[src/rtl/cpld_mrd_req_scheduler.sv]
// MRd issuer: splits read commands into chunks bounded by MRRS, the 4 KB boundary and the
// completion-buffer budget, tracking tags until their final CplD. Optional counters: CPLD_MRD_STATS_EN.
module cpld_mrd_req_scheduler #(
  parameter int          MAX_NUMTAG = 32,
  parameter int          SETTLE_CYC = 6,
  parameter logic [15:0] REQ_ID     = 16'h0000
) (
  input  logic         clk_in,
  input  logic         srst,
  input  logic         cmd_valid,
  output logic         cmd_ready,
  input  logic [63:0]  cmd_addr,
  input  logic [15:0]  cmd_len_dw,
  input  logic [10:0]  cfg_max_rd_req_dw,
  input  logic [15:0]  rx_buffer_cpl_max_dw,
  input  logic         cpld_rx_buffer_ready,
  output logic         tx_req0,
  input  logic         tx_ack0,
  output logic [127:0] tx_desc0,
  input  logic         rx_ack0,
  input  logic [135:0] rx_desc0,
  output logic [8:0]   tags_outstanding,
  output logic         cmd_done,
  output logic         tag_err
`ifdef CPLD_MRD_STATS_EN
  ,
  output logic [31:0]  stat_mrd_cnt,
  output logic [31:0]  stat_stall_cnt
`endif
);

  // Handshakes: a command transfers on cmd_valid&cmd_ready; tx_req0 holds tx_desc0 stable
  // until the cycle tx_ack0 is sampled high, then drops the next cycle.
  typedef enum logic [2:0] {S_IDLE, S_CALC, S_REQ, S_SETTLE, S_DRAIN} state_t;

  state_t                state_q, state_d;
  logic [63:0]           addr_q, addr_d;
  logic [15:0]           rem_q, rem_d, chunk_q, chunk_d, settle_q, settle_d;
  logic [7:0]            tag_q, tag_d, cpl_tag_q, cpl_tag_d;
  logic [127:0]          desc_q, desc_d;
  logic [MAX_NUMTAG-1:0] used_q, used_d;
  logic [8:0]            cnt_q, cnt_d;
  logic                  done_q, done_d, err_q, err_d, cpl_v_q, cpl_v_d;

  logic [15:0] bnd_dw, chunk;
  logic [12:0] cpl_bytes;
  logic [7:0]  free_tag;
  logic        free_found, go, alloc, rel, cpl_hit, cpl_last, four_dw;
  logic        unused_bits;

  assign unused_bits = ^{cmd_addr[1:0], rx_desc0[135:127], rx_desc0[120:106],
                         rx_desc0[95:76], rx_desc0[63:48], rx_desc0[39:0]};

  always_comb begin
    // A zero length field means 1024 DW, which always covers the remaining byte count.
    cpl_bytes = (rx_desc0[105:96] == 10'd0) ? 13'd4096 : {1'b0, rx_desc0[105:96], 2'b00};
    cpl_last  = cpl_bytes >= {1'b0, rx_desc0[75:64]};
    cpl_v_d   = rx_ack0 && (rx_desc0[126:121] == 6'b100101) && cpl_last;
    cpl_tag_d = rx_desc0[47:40];

    bnd_dw = 16'((13'd4096 - {1'b0, addr_q[11:0]}) >> 2);
    chunk  = rem_q;
    if ({5'd0, cfg_max_rd_req_dw} < chunk) chunk = {5'd0, cfg_max_rd_req_dw};
    if (rx_buffer_cpl_max_dw < chunk) chunk = rx_buffer_cpl_max_dw;
    if (bnd_dw < chunk) chunk = bnd_dw;

    free_found = 1'b0;
    free_tag   = '0;
    for (int i = MAX_NUMTAG - 1; i >= 0; i--) begin
      if (!used_q[i]) begin
        free_found = 1'b1;
        free_tag   = 8'(i);
      end
    end
    cpl_hit = 1'b0;
    for (int i = 0; i < MAX_NUMTAG; i++) begin
      if (cpl_tag_q == 8'(i) && used_q[i]) cpl_hit = 1'b1;
    end

    go      = (chunk != 16'd0) && cpld_rx_buffer_ready && free_found;
    four_dw = addr_q[63:32] != 32'd0;

    state_d  = state_q;
    addr_d   = addr_q;
    rem_d    = rem_q;
    chunk_d  = chunk_q;
    tag_d    = tag_q;
    desc_d   = desc_q;
    settle_d = settle_q;
    done_d   = 1'b0;
    alloc    = 1'b0;

    case (state_q)
      S_IDLE: begin
        if (cmd_valid) begin
          if (cmd_len_dw == 16'd0) begin
            done_d = 1'b1;
          end else begin
            addr_d  = {cmd_addr[63:2], 2'b00};
            rem_d   = cmd_len_dw;
            state_d = S_CALC;
          end
        end
      end
      S_CALC: begin
        if (go) begin
          chunk_d             = chunk;
          tag_d               = free_tag;
          desc_d              = '0;
          desc_d[126:120]     = four_dw ? 7'b0100000 : 7'b0000000;
          desc_d[105:96]      = chunk[9:0];
          desc_d[95:80]       = REQ_ID;
          desc_d[79:72]       = free_tag;
          desc_d[71:64]       = (chunk == 16'd1) ? 8'h0F : 8'hFF;
          desc_d[63:0]        = four_dw ? addr_q : {addr_q[31:0], 32'h0};
          state_d             = S_REQ;
        end
      end
      S_REQ: begin
        if (tx_ack0) begin
          alloc    = 1'b1;
          addr_d   = addr_q + {46'd0, chunk_q, 2'b00};
          rem_d    = rem_q - chunk_q;
          settle_d = '0;
          state_d  = S_SETTLE;
        end
      end
      S_SETTLE: begin
        if (settle_q == 16'(SETTLE_CYC - 1)) begin
          state_d = (rem_q != 16'd0) ? S_CALC : S_DRAIN;
        end else begin
          settle_d = settle_q + 16'd1;
        end
      end
      S_DRAIN: begin
        if (cnt_q == 9'd0) begin
          done_d  = 1'b1;
          state_d = S_IDLE;
        end
      end
      default: state_d = S_IDLE;
    endcase

    rel    = cpl_v_q && cpl_hit;
    err_d  = err_q | (cpl_v_q && !cpl_hit);
    used_d = used_q;
    for (int i = 0; i < MAX_NUMTAG; i++) begin
      if (rel && cpl_tag_q == 8'(i)) used_d[i] = 1'b0;
      if (alloc && tag_q == 8'(i)) used_d[i] = 1'b1;
    end
    cnt_d = cnt_q + {8'd0, alloc} - {8'd0, rel};
  end

  always_ff @(posedge clk_in) begin
    if (srst) begin
      state_q   <= S_IDLE;
      addr_q    <= '0;
      rem_q     <= '0;
      chunk_q   <= '0;
      tag_q     <= '0;
      desc_q    <= '0;
      settle_q  <= '0;
      used_q    <= '0;
      cnt_q     <= '0;
      done_q    <= 1'b0;
      err_q     <= 1'b0;
      cpl_v_q   <= 1'b0;
      cpl_tag_q <= '0;
    end else begin
      state_q   <= state_d;
      addr_q    <= addr_d;
      rem_q     <= rem_d;
      chunk_q   <= chunk_d;
      tag_q     <= tag_d;
      desc_q    <= desc_d;
      settle_q  <= settle_d;
      used_q    <= used_d;
      cnt_q     <= cnt_d;
      done_q    <= done_d;
      err_q     <= err_d;
      cpl_v_q   <= cpl_v_d;
      cpl_tag_q <= cpl_tag_d;
    end
  end

  assign cmd_ready        = (state_q == S_IDLE) && !srst;
  assign tx_req0          = (state_q == S_REQ);
  assign tx_desc0         = desc_q;
  assign tags_outstanding = cnt_q;
  assign cmd_done         = done_q;
  assign tag_err          = err_q;

`ifdef CPLD_MRD_STATS_EN
  logic [31:0] mrd_q, mrd_d, stall_q, stall_d;

  always_comb begin
    mrd_d   = mrd_q;
    stall_d = stall_q;
    if (alloc && mrd_q != '1) mrd_d = mrd_q + 32'd1;
    if (state_q == S_CALC && !go && stall_q != '1) stall_d = stall_q + 32'd1;
  end

  always_ff @(posedge clk_in) begin
    if (srst) begin
      mrd_q   <= '0;
      stall_q <= '0;
    end else begin
      mrd_q   <= mrd_d;
      stall_q <= stall_d;
    end
  end

  assign stat_mrd_cnt   = mrd_q;
  assign stat_stall_cnt = stall_q;
`endif

endmodule

[config.mk]
export PLATFORM = sky130hd
export DESIGN_NAME = cpld_mrd_req_scheduler
export DESIGN_NICKNAME = d
export VERILOG_FILES = /design/src/rtl/cpld_mrd_req_scheduler.sv
export SDC_FILE = /design/constraint.sdc
export NUM_CORES = 1
export LEC_CHECK = 0
export ABC_AREA = 1
export BUFFER_PORTS_ARGS = -buffer_cell sky130_fd_sc_hd__clkbuf_2
export CORE_MARGIN = 2
export CORE_UTILIZATION = 30
export CTS_CLUSTER_DIAMETER = 100
export DETAILED_ROUTE_END_ITERATION = 7
export PLACE_DENSITY = 0.58
export SYNTH_ARGS = -nofsm -noshare
export SYNTH_HDL_FRONTEND = slang
export SYNTH_SLANG_ARGS = --single-unit
export TNS_END_PERCENT = 50
[constraint.sdc]
create_clock -name clk_in -period 13.8 [get_ports clk_in]
set_input_delay 2.76 -clock clk_in [delete_from_list [all_inputs] [get_ports clk_in]]
set_output_delay 2.76 -clock clk_in [all_outputs]
set_load 0.02 [all_outputs]
==> flow_summary_export.csv <==
group,metric,value,unit
place,gp_routability_congestion,0.932,
timing,slew_violations,0,
critical_path,cp_num_buf_inv,3,
timing,finalCritPeriodShare,63.2,%
final_layout,fill_cells,5559,
final_layout,final_util,35.2,%
route,via_per_inst,4.98,
yosys,ys_seq_area_share,30.4,%
final_layout,drive_gt1_share,13.6,%
timing,finClkSkew,0.0331,ns
timing,fin_hold_ws,0.467,ns
global_route,grt_max_degree,92,
die,die_w,231,um
timing,finalSetupTns,0,ns
yosys,synth_top_area_share,30.4,%
yosys,yosys.area.top_type,"dfxtp_1",
cts,postCtsHoldBufs,0,
global_route,grt_use_total,19.9,%
die,dieArea,53600,um2
timing,rsz0062_at_grt,"false",
cts,cts_tree,"yes",
cts,numCtsBuffers,29,
timing,max_freq,115,MHz
cts,clockBufferDepth,3,
critical_path,cp-start-kind,"input pin",
power,power.leakage,7.71,nW
timing,tightest_slew,1.09,ns
yosys,synthTopCellsByArea,"dfxtp_1 30%, nand2_1 11%, nor2_1 8.7%, ha_1 7.4%, a21oi_1 7.0%",
route,drt_iter0_drc,1049,
final_layout,fin_nets,2869,
place,pre_cts_ws,4.51,ns
timing,finalHoldViolCount,0,
route,drc_errors,0,
place,post_dp_cell_area,16900,um2
critical_path,endpoint_kind,"flip-flop",
yosys,postSynthAreaPerCell,6.58,um2
run,drv_cap,0,
yosys,ys.flop_type,"dfxtp_1",
route,vias,16100,
global_route,grt_pass1_wl,84.8,mm
route,wl_per_cell,17.0,um
critical_path,cp-startpoint,"cfg_max_rd_req_dw[5]",
global_route,grt_pass1_vias,15400,
cts,cts_resized,0,
global_route,overflow,0,
die,die_y,231,um
final_layout,final_cell_mix,"464 x nand2_1, 357 x nor2_1, 246 x clkbuf_2",
final_layout,design_area,18000,um2
critical_path,critPathSlowestCell,"buf_4",
yosys,syn_area,15500,um2
timing,period_minus_slack,8.72,ns
critical_path,required,14.32,ns
power,finalPower,3.54,mW
die,start_util,30.3,%
cts,h-tree-depth,1,
route,drt_first_pass_iters,7,
yosys,synthCells,2361,
cts,worstSkewPairLatency,0.59,ns
final_layout,multi_input_area,9110,um2
cts,clkSinkCount,236,
yosys,ys.warnings.count,0,
place,port-buffer-count,247,
yosys,synthArstFlopShare,0,%
hold_path,min_path_type,"reg -> reg",
final_layout,area_growth,15.9,%
timing,timing.final.ws_setup,5.08,ns
yosys,synth.distinct_cells,56,
cts,cts_root_buf,"clkbuf_16",
critical_path,r2r-start,"rem_q[5]",
critical_path,cp_data_arrival_time,9.24,ns
final_layout,regArea,4730,um2
critical_path,crit_type,"in -> reg",
yosys,synth_edf_count,0,
critical_path,crit_fanout,91,
die,rows,83,
die,boundaryPins,390,
critical_path,cpMostUsedCell,"nor2_1",
timing,finalSetupViolations,0,
place,hpwl,41.7,mm
cts,post_cts_buffers,0,
critical_path,slowest_delay,0.82,ns
final_layout,final_cells,3232,
timing,slew_headroom,27.5,%
power,power.density,197,nW/um2
global_route,antenna_found_initial,7,
route,drt_wl_total,54.9,mm
route,ant_nets,0,
die,coreArea,51200,um2
critical_path,critPathTopFamily,"simple AND/OR/NAND/NOR gates",
yosys,ys_seq_elements,236,
final_layout,final_common_cell,"nand2_1",
run_status,status,"finished, final reports clean",
power,peakVddDrop,0.000102,V
place,dp_cells,3174,
hold_path,hold_path_startpoint,"tx_desc0[21]",
cts,clk_pin_slew_worst_paths,0.06,ns
==> cell families (layout without fill, tap and decap cells) <==
family / after synthesis / count (layout) / synth area share (%)
and+or+nand+nor: 1076 / 1076 / 29.2
buffers and inverters: 414 / 558 / 12.0
xor gates and xnor gates: 66 / 66 / 3.72
adders and majority gates: 95 / 95 / 7.80
DFF: 236 / 236 / 30.4
AOI/OAI and AO/OA: 472 / 472 / 16.7
other: 2 / 49 / 0.0484
==> power breakdown <==
group / switching (mW) / internal (mW) / leakage, nW
Sequential: 0.199 / 0.830 / 1.93
Clock: 0.323 / 0.514 / 0.508
Combinational: 1.11 / 0.565 / 5.28
==> state kept, by name, summed over array words and instances (netlist names), 8 cells and up <==
signal	flops
tx_desc0	67
settle_q	16
addr_q	62
used_q	32
rem_q	16
tags_outstanding	9
chunk_q	16
cpl_tag_q	8
==> final timing paths <==
kind | endpoint | slack [ns] | cells after the start
max | tx_desc0[50] | 5.08 | 31
min | tx_desc0[21] | 0.47 | 2
max reg2reg | tx_desc0[50] | 6.86 | 31
min reg2reg | tx_desc0[21] | 0.47 | 2
==> layout make-up <==
class / count / area share, %
clock buffers: 41 / 4.62
multi-input cells: 1754 / 50.6
flip-flops and latches: 236 / 26.3
repair buffers: 261 / 7.47
clock inverters: 13 / 1.21
diodes: 4 / 0.0556
inverters: 243 / 5.07
well taps: 680 / 4.73
==> cells in the mapped netlist (10+ instances only) <==
library cell,instances
nor3_1,88
xnor2_1,17
nand2_1,464
dfxtp_1,236
o21ai_0,163
a31oi_1,10
buf_6,10
xor2_1,49
nor4_1,28
nand4_1,27
nor2_1,360
a21oi_1,217
a211oi_1,10
buf_4,64
clkbuf_1,93
inv_1,236
nand3_1,67
ha_1,92
==> metal layers <==
layer  share of wire [%]  vias up  track usage, %
met5                0.11        -               0
met4                 2.9        8            5.95
met3                 6.9       93            4.16
met2                  47      494            33.8
met1                  43     7523            25.1
li1                    -     7990               -
==> worst min-delay path, delay by kind of cell (launching register included) <==
kind | cells | cell delay (ns)
AOI/OAI and AO/OA | 1 | 0.05
and+or+nand+nor | 1 | 0.06
DFF | 1 | 0.31
No activity file was read; power rests on OpenSTA's default activity.
